## src/rtl/mips_multicycle_control_pkg.sv

```systemverilog
// Shared types and constants for the multi-cycle MIPS control FSM:
// state encoding, mux select codes, ALU op codes and default opcodes.
package mips_mc_pkg;

  typedef enum logic [3:0] {
    S_RESET  = 4'd0,
    S_FETCH  = 4'd1,
    S_DECODE = 4'd2,
    S_MEMADR = 4'd3,
    S_MEMRD  = 4'd4,
    S_MEMWB  = 4'd5,
    S_MEMWR  = 4'd6,
    S_EXEC   = 4'd7,
    S_RTWB   = 4'd8,
    S_BRANCH = 4'd9,
    S_ADDIEX = 4'd10,
    S_ADDIWB = 4'd11,
    S_JUMP   = 4'd12,
    S_TRAP   = 4'd13
  } state_e;

  localparam int ALUOP_ADD   = 0;
  localparam int ALUOP_SUB   = 1;
  localparam int ALUOP_FUNCT = 2;

  localparam logic [1:0] PCSRC_ALU    = 2'd0;
  localparam logic [1:0] PCSRC_ALUOUT = 2'd1;
  localparam logic [1:0] PCSRC_JUMP   = 2'd2;

  localparam logic [1:0] SRCB_B       = 2'd0;
  localparam logic [1:0] SRCB_FOUR    = 2'd1;
  localparam logic [1:0] SRCB_IMM     = 2'd2;
  localparam logic [1:0] SRCB_IMM_SL2 = 2'd3;

  localparam logic [5:0] OP_RTYPE_DEF = 6'd0;
  localparam logic [5:0] OP_LW_DEF    = 6'd35;
  localparam logic [5:0] OP_SW_DEF    = 6'd43;
  localparam logic [5:0] OP_BEQ_DEF   = 6'd4;
  localparam logic [5:0] OP_ADDI_DEF  = 6'd8;
  localparam logic [5:0] OP_J_DEF     = 6'd2;

endpackage

```

## src/rtl/mips_multicycle_control_if.sv

```systemverilog
// Control-to-datapath bundle: opcode and memory handshake in, datapath
// control lines out. The control block takes master, the datapath slave.
interface mips_multicycle_control_if #(
  parameter int ALUOP_W = 3
);
  logic [5:0]         Op;
  logic               mem_ready;
  logic               PCWrite;
  logic               PCWriteCond;
  logic               IorD;
  logic               MemRead;
  logic               MemWrite;
  logic               IRWrite;
  logic               MemtoReg;
  logic               ALUSrcA;
  logic               RegWrite;
  logic               RegDst;
  logic [1:0]         PCSource;
  logic [1:0]         ALUSrcB;
  logic [ALUOP_W-1:0] ALUOp;
  logic               illegal;
  logic               instr_done;

  modport master (
    input  Op, mem_ready,
    output PCWrite, PCWriteCond, IorD, MemRead, MemWrite, IRWrite, MemtoReg,
           ALUSrcA, RegWrite, RegDst, PCSource, ALUSrcB, ALUOp, illegal,
           instr_done
  );

  modport slave (
    output Op, mem_ready,
    input  PCWrite, PCWriteCond, IorD, MemRead, MemWrite, IRWrite, MemtoReg,
           ALUSrcA, RegWrite, RegDst, PCSource, ALUSrcB, ALUOp, illegal,
           instr_done
  );
endinterface

```

## src/rtl/mips_multicycle_control_next_state.sv

```systemverilog
// Combinational next-state logic for the multi-cycle control FSM. The live
// opcode is decoded only in DECODE; MEMADR steers on the latched copy.
module mc_next_state
  import mips_mc_pkg::*;
#(
  parameter logic [5:0] OP_RTYPE = OP_RTYPE_DEF,
  parameter logic [5:0] OP_LW    = OP_LW_DEF,
  parameter logic [5:0] OP_SW    = OP_SW_DEF,
  parameter logic [5:0] OP_BEQ   = OP_BEQ_DEF,
  parameter logic [5:0] OP_ADDI  = OP_ADDI_DEF,
  parameter logic [5:0] OP_J     = OP_J_DEF
) (
  input  state_e     state_q,
  input  logic [5:0] op,
  input  logic [5:0] op_q,
  input  logic       mem_ready,
  output state_e     state_d
);

  always_comb begin
    // NOTE: default assignment first so every path drives state_d and no latch is inferred.
    state_d = state_q;
    case (state_q)
      S_RESET:  state_d = S_FETCH;
      S_FETCH:  if (mem_ready) state_d = S_DECODE;
      S_DECODE: begin
        if (op == OP_LW || op == OP_SW) state_d = S_MEMADR;
        else if (op == OP_RTYPE)        state_d = S_EXEC;
        else if (op == OP_BEQ)          state_d = S_BRANCH;
        else if (op == OP_ADDI)         state_d = S_ADDIEX;
        else if (op == OP_J)            state_d = S_JUMP;
        else                            state_d = S_TRAP;
      end
      S_MEMADR: state_d = (op_q == OP_LW) ? S_MEMRD : S_MEMWR;
      S_MEMRD:  if (mem_ready) state_d = S_MEMWB;
      S_MEMWB:  state_d = S_FETCH;
      S_MEMWR:  if (mem_ready) state_d = S_FETCH;
      S_EXEC:   state_d = S_RTWB;
      S_RTWB:   state_d = S_FETCH;
      S_BRANCH: state_d = S_FETCH;
      S_ADDIEX: state_d = S_ADDIWB;
      S_ADDIWB: state_d = S_FETCH;
      S_JUMP:   state_d = S_FETCH;
      S_TRAP:   state_d = S_TRAP;
      // Unused encodings fall back to a clean restart.
      default:  state_d = S_RESET;
    endcase
  end

endmodule

```

## src/rtl/mips_multicycle_control.sv

```systemverilog
// Moore control FSM for the multi-cycle MIPS datapath. Holds the state and
// latched opcode; outputs decode from the state, gated by mem_ready in FETCH/MEMWR.
module mips_multicycle_control
  import mips_mc_pkg::*;
#(
  parameter int         ALUOP_W  = 3,
  parameter logic [5:0] OP_RTYPE = OP_RTYPE_DEF,
  parameter logic [5:0] OP_LW    = OP_LW_DEF,
  parameter logic [5:0] OP_SW    = OP_SW_DEF,
  parameter logic [5:0] OP_BEQ   = OP_BEQ_DEF,
  parameter logic [5:0] OP_ADDI  = OP_ADDI_DEF,
  parameter logic [5:0] OP_J     = OP_J_DEF
) (
  input logic                        clk,
  input logic                        rst,
  mips_multicycle_control_if.master  bus
);

  state_e     state_q, state_d;
  logic [5:0] op_q, op_d;

  mc_next_state #(
    .OP_RTYPE (OP_RTYPE),
    .OP_LW    (OP_LW),
    .OP_SW    (OP_SW),
    .OP_BEQ   (OP_BEQ),
    .OP_ADDI  (OP_ADDI),
    .OP_J     (OP_J)
  ) u_next_state (
    .state_q   (state_q),
    .op        (bus.Op),
    .op_q      (op_q),
    .mem_ready (bus.mem_ready),
    .state_d   (state_d)
  );

  always_comb op_d = (state_q == S_DECODE) ? bus.Op : op_q;

  always_ff @(posedge clk or posedge rst) begin
    // NOTE: non-blocking assignments for all state so every flop samples pre-edge values.
    if (rst) begin
      state_q <= S_RESET;
      op_q    <= '0;
    end else begin
      state_q <= state_d;
      op_q    <= op_d;
    end
  end

  // Async reset drops state_q to RESET, so outputs clear without waiting for a clock.
  always_comb begin
    bus.PCWrite     = 1'b0;
    bus.PCWriteCond = 1'b0;
    bus.IorD        = 1'b0;
    bus.MemRead     = 1'b0;
    bus.MemWrite    = 1'b0;
    bus.IRWrite     = 1'b0;
    bus.MemtoReg    = 1'b0;
    bus.ALUSrcA     = 1'b0;
    bus.RegWrite    = 1'b0;
    bus.RegDst      = 1'b0;
    bus.PCSource    = PCSRC_ALU;
    bus.ALUSrcB     = SRCB_B;
    bus.ALUOp       = ALUOP_W'(ALUOP_ADD);
    bus.illegal     = 1'b0;
    bus.instr_done  = 1'b0;
    case (state_q)
      S_FETCH: begin
        bus.MemRead = 1'b1;
        bus.ALUSrcB = SRCB_FOUR;
        bus.IRWrite = bus.mem_ready;
        bus.PCWrite = bus.mem_ready;
      end
      S_DECODE: bus.ALUSrcB = SRCB_IMM_SL2;
      S_MEMADR, S_ADDIEX: begin
        bus.ALUSrcA = 1'b1;
        bus.ALUSrcB = SRCB_IMM;
      end
      S_MEMRD: begin
        bus.MemRead = 1'b1;
        bus.IorD    = 1'b1;
      end
      S_MEMWB: begin
        bus.RegWrite   = 1'b1;
        bus.MemtoReg   = 1'b1;
        bus.instr_done = 1'b1;
      end
      S_MEMWR: begin
        bus.MemWrite   = 1'b1;
        bus.IorD       = 1'b1;
        bus.instr_done = bus.mem_ready;
      end
      S_EXEC: begin
        bus.ALUSrcA = 1'b1;
        bus.ALUOp   = ALUOP_W'(ALUOP_FUNCT);
      end
      S_RTWB: begin
        bus.RegWrite   = 1'b1;
        bus.RegDst     = 1'b1;
        bus.instr_done = 1'b1;
      end
      S_BRANCH: begin
        bus.ALUSrcA     = 1'b1;
        bus.ALUOp       = ALUOP_W'(ALUOP_SUB);
        bus.PCWriteCond = 1'b1;
        bus.PCSource    = PCSRC_ALUOUT;
        bus.instr_done  = 1'b1;
      end
      S_ADDIWB: begin
        bus.RegWrite   = 1'b1;
        bus.instr_done = 1'b1;
      end
      S_JUMP: begin
        bus.PCWrite    = 1'b1;
        bus.PCSource   = PCSRC_JUMP;
        bus.instr_done = 1'b1;
      end
      S_TRAP:  bus.illegal = 1'b1;
      default: ;
    endcase
  end

endmodule

```

## src/flat_wrapper.sv

```systemverilog
// flat-port wrapper written by rule: the top's interface ports become plain ports
module mips_multicycle_control_flat import mips_mc_pkg::*;
#(
  parameter int         ALUOP_W  = 3,
  parameter logic [5:0] OP_RTYPE = OP_RTYPE_DEF,
  parameter logic [5:0] OP_LW    = OP_LW_DEF,
  parameter logic [5:0] OP_SW    = OP_SW_DEF,
  parameter logic [5:0] OP_BEQ   = OP_BEQ_DEF,
  parameter logic [5:0] OP_ADDI  = OP_ADDI_DEF,
  parameter logic [5:0] OP_J     = OP_J_DEF
)
  (clk, rst, bus_Op, bus_mem_ready, bus_PCWrite, bus_PCWriteCond, bus_IorD, bus_MemRead, bus_MemWrite, bus_IRWrite, bus_MemtoReg, bus_ALUSrcA, bus_RegWrite, bus_RegDst, bus_PCSource, bus_ALUSrcB, bus_ALUOp, bus_illegal, bus_instr_done);
  mips_multicycle_control_if #(.ALUOP_W(ALUOP_W)) bus_i ();
  input logic clk;
  input logic rst;
  input wire logic [$bits(bus_i.Op)-1:0] bus_Op;
  input wire logic [$bits(bus_i.mem_ready)-1:0] bus_mem_ready;
  output wire logic [$bits(bus_i.PCWrite)-1:0] bus_PCWrite;
  output wire logic [$bits(bus_i.PCWriteCond)-1:0] bus_PCWriteCond;
  output wire logic [$bits(bus_i.IorD)-1:0] bus_IorD;
  output wire logic [$bits(bus_i.MemRead)-1:0] bus_MemRead;
  output wire logic [$bits(bus_i.MemWrite)-1:0] bus_MemWrite;
  output wire logic [$bits(bus_i.IRWrite)-1:0] bus_IRWrite;
  output wire logic [$bits(bus_i.MemtoReg)-1:0] bus_MemtoReg;
  output wire logic [$bits(bus_i.ALUSrcA)-1:0] bus_ALUSrcA;
  output wire logic [$bits(bus_i.RegWrite)-1:0] bus_RegWrite;
  output wire logic [$bits(bus_i.RegDst)-1:0] bus_RegDst;
  output wire logic [$bits(bus_i.PCSource)-1:0] bus_PCSource;
  output wire logic [$bits(bus_i.ALUSrcB)-1:0] bus_ALUSrcB;
  output wire logic [$bits(bus_i.ALUOp)-1:0] bus_ALUOp;
  output wire logic [$bits(bus_i.illegal)-1:0] bus_illegal;
  output wire logic [$bits(bus_i.instr_done)-1:0] bus_instr_done;
  assign bus_i.Op = bus_Op;
  assign bus_i.mem_ready = bus_mem_ready;
  assign bus_PCWrite = bus_i.PCWrite;
  assign bus_PCWriteCond = bus_i.PCWriteCond;
  assign bus_IorD = bus_i.IorD;
  assign bus_MemRead = bus_i.MemRead;
  assign bus_MemWrite = bus_i.MemWrite;
  assign bus_IRWrite = bus_i.IRWrite;
  assign bus_MemtoReg = bus_i.MemtoReg;
  assign bus_ALUSrcA = bus_i.ALUSrcA;
  assign bus_RegWrite = bus_i.RegWrite;
  assign bus_RegDst = bus_i.RegDst;
  assign bus_PCSource = bus_i.PCSource;
  assign bus_ALUSrcB = bus_i.ALUSrcB;
  assign bus_ALUOp = bus_i.ALUOp;
  assign bus_illegal = bus_i.illegal;
  assign bus_instr_done = bus_i.instr_done;
  mips_multicycle_control #(.ALUOP_W(ALUOP_W), .OP_RTYPE(OP_RTYPE), .OP_LW(OP_LW), .OP_SW(OP_SW), .OP_BEQ(OP_BEQ), .OP_ADDI(OP_ADDI), .OP_J(OP_J)) u_core (.clk(clk), .rst(rst), .bus(bus_i));
endmodule
```

## config.mk

```make
export PLATFORM = sky130hd
export DESIGN_NAME = mips_multicycle_control_flat
export DESIGN_NICKNAME = d
export VERILOG_FILES = /design/src/rtl/mips_multicycle_control_pkg.sv /design/src/rtl/mips_multicycle_control_if.sv /design/src/rtl/mips_multicycle_control_next_state.sv /design/src/rtl/mips_multicycle_control.sv /design/src/flat_wrapper.sv
export SDC_FILE = /design/constraint.sdc
export NUM_CORES = 1
export LEC_CHECK = 0
export CAP_MARGIN = 15
export CORE_MARGIN = 4
export CORE_UTILIZATION = 48
export DETAILED_ROUTE_END_ITERATION = 8
export PLACE_DENSITY = 0.94
export SYNTH_ARGS = -nofsm -noshare
export SYNTH_HDL_FRONTEND = slang
export SYNTH_SLANG_ARGS = --single-unit
export TNS_END_PERCENT = 5
```

## constraint.sdc

```tcl
create_clock -name clk -period 1.9 [get_ports clk]
set_input_delay 0.38 -clock clk [delete_from_list [all_inputs] [get_ports clk]]
set_output_delay 0.38 -clock clk [all_outputs]
set_load 0.05 [all_outputs]
```

* After elaboration in Yosys (flattened, before gate mapping) *
Cells that the tools add are included.

storage, ports and cells
  register bits after elaboration = 10
  latch bits = 0
  memory bits (writable) = 0
  memory bits (read-only) = 0
  input bits = 9
  output and inout bits = 19
  word-level logic and storage cells = 60
  memories = 0

cells by class
  add/sub/neg operators = 0
  $mul = 0
  div/mod/pow operators = 0
  $lt $le $gt $ge = 0
  equality and inequality tests = 22
  shift-type cells = 0
  mux-type cells = 25
  bitwise gates (word level) = 0
  reduce and logical (&&, ||, !) cells = 11

operators with widths
  kind                  number
  $pmux W4 S9           1
  $eq A4 B4 Y1 const B  6
  $mux W4               5
  $eq A6 B6 Y1 const B  3
  $eq A4 B3 Y1 const B  4
  $mux W1               11
  $eq A4 B2 Y1 const B  2
  $pmux W2 S2           2
  $eq A6 B2 Y1 const B  1
  $eq A6 B3 Y1 const B  1
  $eq A6 B4 Y1 const B  1
  $logic_not A6 Y1      1
  $mux W3               2
  $ne A2 B2 Y1 const B  3
  $pmux W2 S3           1
  $reduce_or A2 Y1      3
  $reduce_or A6 Y1      1
  $reduce_or A5 Y1      1
  $eq A4 B1 Y1 const B  1
  $logic_not A4 Y1      1
  $pmux W1 S2           2
  $reduce_or A4 Y1      1
  $reduce_and A3 Y1     1
  $reduce_or A3 Y1      1
  other kinds (2)       2

* Logic depth before layout (Yosys ltp) *
  word-level depth = 7
  depth in mapped cells = 5

* Modules after synthesis *
Synthesis repeated with hierarchy kept, for this count alone.

unflattened totals
  cells, all modules = 101
  area total of the unflattened synthesis = 859.6 um2

modules (own cells, without submodules)
  module                   instances  cells each  area an instance (um2)  seq. area each (um2)
  mips_multicycle_control  1          60          579.3                   250.2
  mc_next_state            1          41          280.3                   0.0

* Least setup slack after synthesis *
Ideal clock, no wire load.

  path type = reg-to-output
  from = reg u_core.state_q[1]
  to = out bus_RegWrite
  arrival = 1.917 ns
  path slack = -0.397 ns
  stages on the path, launching flop included = 5
  cell sequence = dfrtp_1 -> buf_4 -> nand2b_1 -> nor2_1 -> a31o_1

between the ends
  word-level cells in the longest chain between the ends = 3
  elaborated cells between the ends (all ways) = 5
  classes of those cells = eq/ne (3); mux (1); reduce/logical (1)

ends and longest elaborated chain
  element                                              line                           text
  start: declaration                                   mips_multicycle_control.sv:19  state_e state_q, state_d;
  start signal: assignment                             mips_multicycle_control.sv:45  state_q <= state_d;
  $eq A4 B3 Y1 / $eq A4 B4 Y1 (equally long branches)  mips_multicycle_control.sv:67  case (state_q)
  $reduce_or A3 Y1 (no source line) (*)                --
  $mux W1 (*)                                          mips_multicycle_control.sv:67
  end: declaration                                     flat_wrapper.sv:26             output wire logic [$bits(bus_i.RegWrite)-1:0] bus_RegWrite;

Mark *: on every way between the ends. The rest lies on a longest branch, timed or not.

* Final worst setup path *
  from = reg u_core.state_q[0]
  to = out bus_PCWrite

between the ends
  word-level cells in the longest chain between the ends = 2
  elaborated cells between the ends (all ways) = 3
  classes of those cells = eq/ne (2); mux (1)

ends and longest elaborated chain
  element                                              line                           text
  $eq A4 B4 Y1 / $eq A4 B1 Y1 (equally long branches)  mips_multicycle_control.sv:67
  $pmux W1 S2 (*)                                      mips_multicycle_control.sv:67
  end: declaration                                     flat_wrapper.sv:18             output wire logic [$bits(bus_i.PCWrite)-1:0] bus_PCWrite;

Marked as above.

==> flow_summary.json <==
{
  "status": "complete, but fails checks",
  "violations": "setup timing",
  "required_ps": 1520,
  "grt_use_total_pct": 23.7,
  "cts-root-buf": "clkbuf_4",
  "initial_core_util_pct": 53.0,
  "path_cells": "buf_4 -> and3b_1 -> a31oi_1 -> nor2_1 -> buf_12",
  "setup_viol": 3,
  "synth_area_leaders": "dfrtp_1 30%, mux2_2 8.2%, buf_4 7.3%",
  "dr.pass1.iters": 4,
  "synth.distinct_cells": 38,
  "cp_slowest_cell": "dfrtp_2",
  "post-cts-setup-buffers": 0,
  "finalWorstSetupSlack_ps": -34.0,
  "overflow": 0,
  "grt_max_degree": 13,
  "grt_pass1_wl_mm": 4.34,
  "drv_slew": 0,
  "p_clk_share_pct": 7.8,
  "end_kind": "output port",
  "antennaDiodeCount": 0,
  "wl_per_cell_um": 18.9,
  "dp_hpwl_mm": 1.99,
  "cts_tree": "built",
  "path_delay_family": "flip-flops",
  "drive_gt1_share_pct": 45.2,
  "critPathMaxStageDelay_ps": 480,
  "cts_made_buffers": 3,
  "clkTransAtPathRegs_ps": 70,
  "power_density_nw_per_um2": 1870,
  "area_growth_pct": 67.1,
  "crit_arrival_ps": 1550,
  "n_fill_cell": 73,
  "cts_sinks": 10,
  "rsz0062_at_grt": "yes",
  "layout_common_cells": "18 x buf_12, 10 x buf_4, 8 x clkdlybuf4s50_1",
  "drc_errors": 0,
  "critPathKind": "reg2out",
  "ir_worst_vdd_v": 0.00141,
  "drt-initial-drc-count": 28,
  "ys_seq_elements": 10,
  "yosys_warnings": 0,
  "fin_skew_ps": 2.13,
  "nets": 136,
  "cap_viol_max_count": 0,
  "die_y_um": 49.5,
  "syn-num-nets": 104,
  "min_period_over_period_pct": 102,
  "synthCells": 95,
  "path_buf_inv": 2,
  "crit_fanout": 10,
  "synth.top_cell.area_share_pct": 30.3,
  "pre_cts_ws_ps": -25.8,
  "synth_area_leader_cell": "dfrtp_1",
  "hold_class": "in2async",
  "setup_tns_ps": -49.5,
  "globalplace.congestion": 0.854,
  "grt_pass1_vias": 875,
  "leakage_uw": 0.000552,
  "vias": 883,
  "ios": 28,
  "antenna_found_initial": 0,
  "avgViaCountPerCell": 6.22,
  "seq_power_share_pct": 17.3,
  "clk_latency_ps": 280,
  "max_freq_mhz": 517,
  "critPathLaunchType": "register",
  "synth_area_per_cell_um2": 8.69,
  "netlist_area_um2": 826,
  "netSwitchingFraction_pct": 48.8,
  "clk_path_buf_depth": 2,
  "post-route-min-period_ps": 1930,
  "portBuffers": 26,
  "drt_wl_total_mm": 2.69,
  "postRouteAntennaNets": 0,
  "core_um2": 1560,
  "combPwrFrac_pct": 74.9,
  "row_count": 14,
  "yosysSeqAreaShare_pct": 30.3,
  "fin_cells": 142,
  "h-tree-depth": 1,
  "layout_commonest_cell": "buf_12",
  "p_int_uw": 1320,
  "place_inst": 138,
  "die_width_um": 49.5,
  "hold_viol": 0,
  "die_area_um2": 2450,
  "power.switching_uw": 1260
}
## cells in the mapped netlist
master / count
a211oi_1: 1
a21oi_1: 4
a31o_1: 1
a31oi_1: 1
and3_1: 2
and3b_1: 2
buf_2: 2
buf_4: 8
conb_1: 1
dfrtp_1: 10
inv_1: 2
mux2_2: 6
mux2i_1: 1
nand2_1: 7
nand2b_1: 3
nand2b_4: 1
nand3_1: 3
nand3b_1: 1
nor2_1: 9
nor2_2: 1
nor2b_1: 1
nor2b_2: 1
nor3_1: 6
nor3_4: 1
nor3b_2: 1
nor4_1: 3
nor4b_1: 1
o211ai_1: 2
o21ai_0: 2
o221a_2: 1
o221ai_1: 1
o22ai_1: 1
o311ai_0: 1
o32ai_1: 1
or3_1: 1
or3_4: 1
xnor2_1: 2
xor2_1: 2
## worst reg2reg max path, stage by stage, from the launching register on
cell	delay [ps]
dfrtp_2	480
buf_4	200
nand2b_4	170
nor3_4	290
mux2_2	390
## cell type report
cell class | count | area, µm² | area share [%]
multi-input cells | 73 | 536 | 38.8
flip-flops and latches | 10 | 254 | 18.4
well taps | 16 | 20.0 | 1.45
inverters | 2 | 7.51 | 0.544
clock buffers | 4 | 36.3 | 2.63
repair buffers | 37 | 527 | 38.2
## routing by layer
layer / up-vias / track usage, % / part of all wire [%]
li1: 402 / - / -
met1: 420 / 26.9 / 40
met2: 53 / 40.4 / 51
met3: 8 / 5.42 / 6.5
met4: 0 / 13.8 / 2.3
met5: - / 0 / 0
## metrics by stage
step	power (µW)	instance area (µm²)	utilization, %	hold WS [ps]
CTS	2520	1360	87.2	393
global route	2700	1380	88.5	426
finish	2580	1380	88.5	385
global placement	2200	1300	83.5	487
floorplan	1480	828	-	220
detailed placement	2280	1300	83.5	500
## timing repair
action / in CTS / in global routing
endpoints found under the setup margin: 10 / 10
endpoints found under the hold margin: 0 / 0
hold buffers: 0 / 0
resized for setup: 9 / 5
pin swaps: 2 / 2
## worst paths after layout
path,from,end,slack [ps],depth (start not counted)
worst min-delay path,rst,u_core.state_q[3]$_DFFE_PP0P_,390,2
worst max register to register,u_core.state_q[0]$_DFFE_PP0P_,u_core.op_q[5]$_DFFE_PP0P_,240,4
min in group clk,u_core.op_q[2]$_DFFE_PP0P_,u_core.op_q[2]$_DFFE_PP0P_,530,1
worst min register to register,u_core.op_q[2]$_DFFE_PP0P_,u_core.op_q[2]$_DFFE_PP0P_,530,1
worst max-delay path,u_core.state_q[0]$_DFFE_PP0P_,bus_PCWrite,-30,5
max in group asynchronous,rst,u_core.state_q[1]$_DFFE_PP0P_,1210,2
## cells by family after synthesis
group,count (synthesis),synth area share (%)
other,1,0.454
AO/OA/AOI/OAI,16,13.5
multiplexers,7,9.39
AND/OR/NAND/NOR,45,32.7
XOR/XNOR,4,4.24
buffers and inverters,12,9.39
flip-flops,10,30.3
## registers in the layout, summed over array words and instances, names as in the netlist
signal and cells:
u_core.state_q 4, u_core.op_q 6
## power by group through the flow
| stage | clock network (µW) | logic, µW | registers [µW] |
|---|---|---|---|
| floorplan | 0 | 1110 | 369 |
| global placement | 0 | 1790 | 410 |
| detailed placement | 0 | 1850 | 430 |
| CTS | 201 | 1890 | 433 |
| global route | 218 | 2030 | 455 |
| finish | 202 | 1930 | 447 |
No activity file was read; power rests on OpenSTA's default activity.
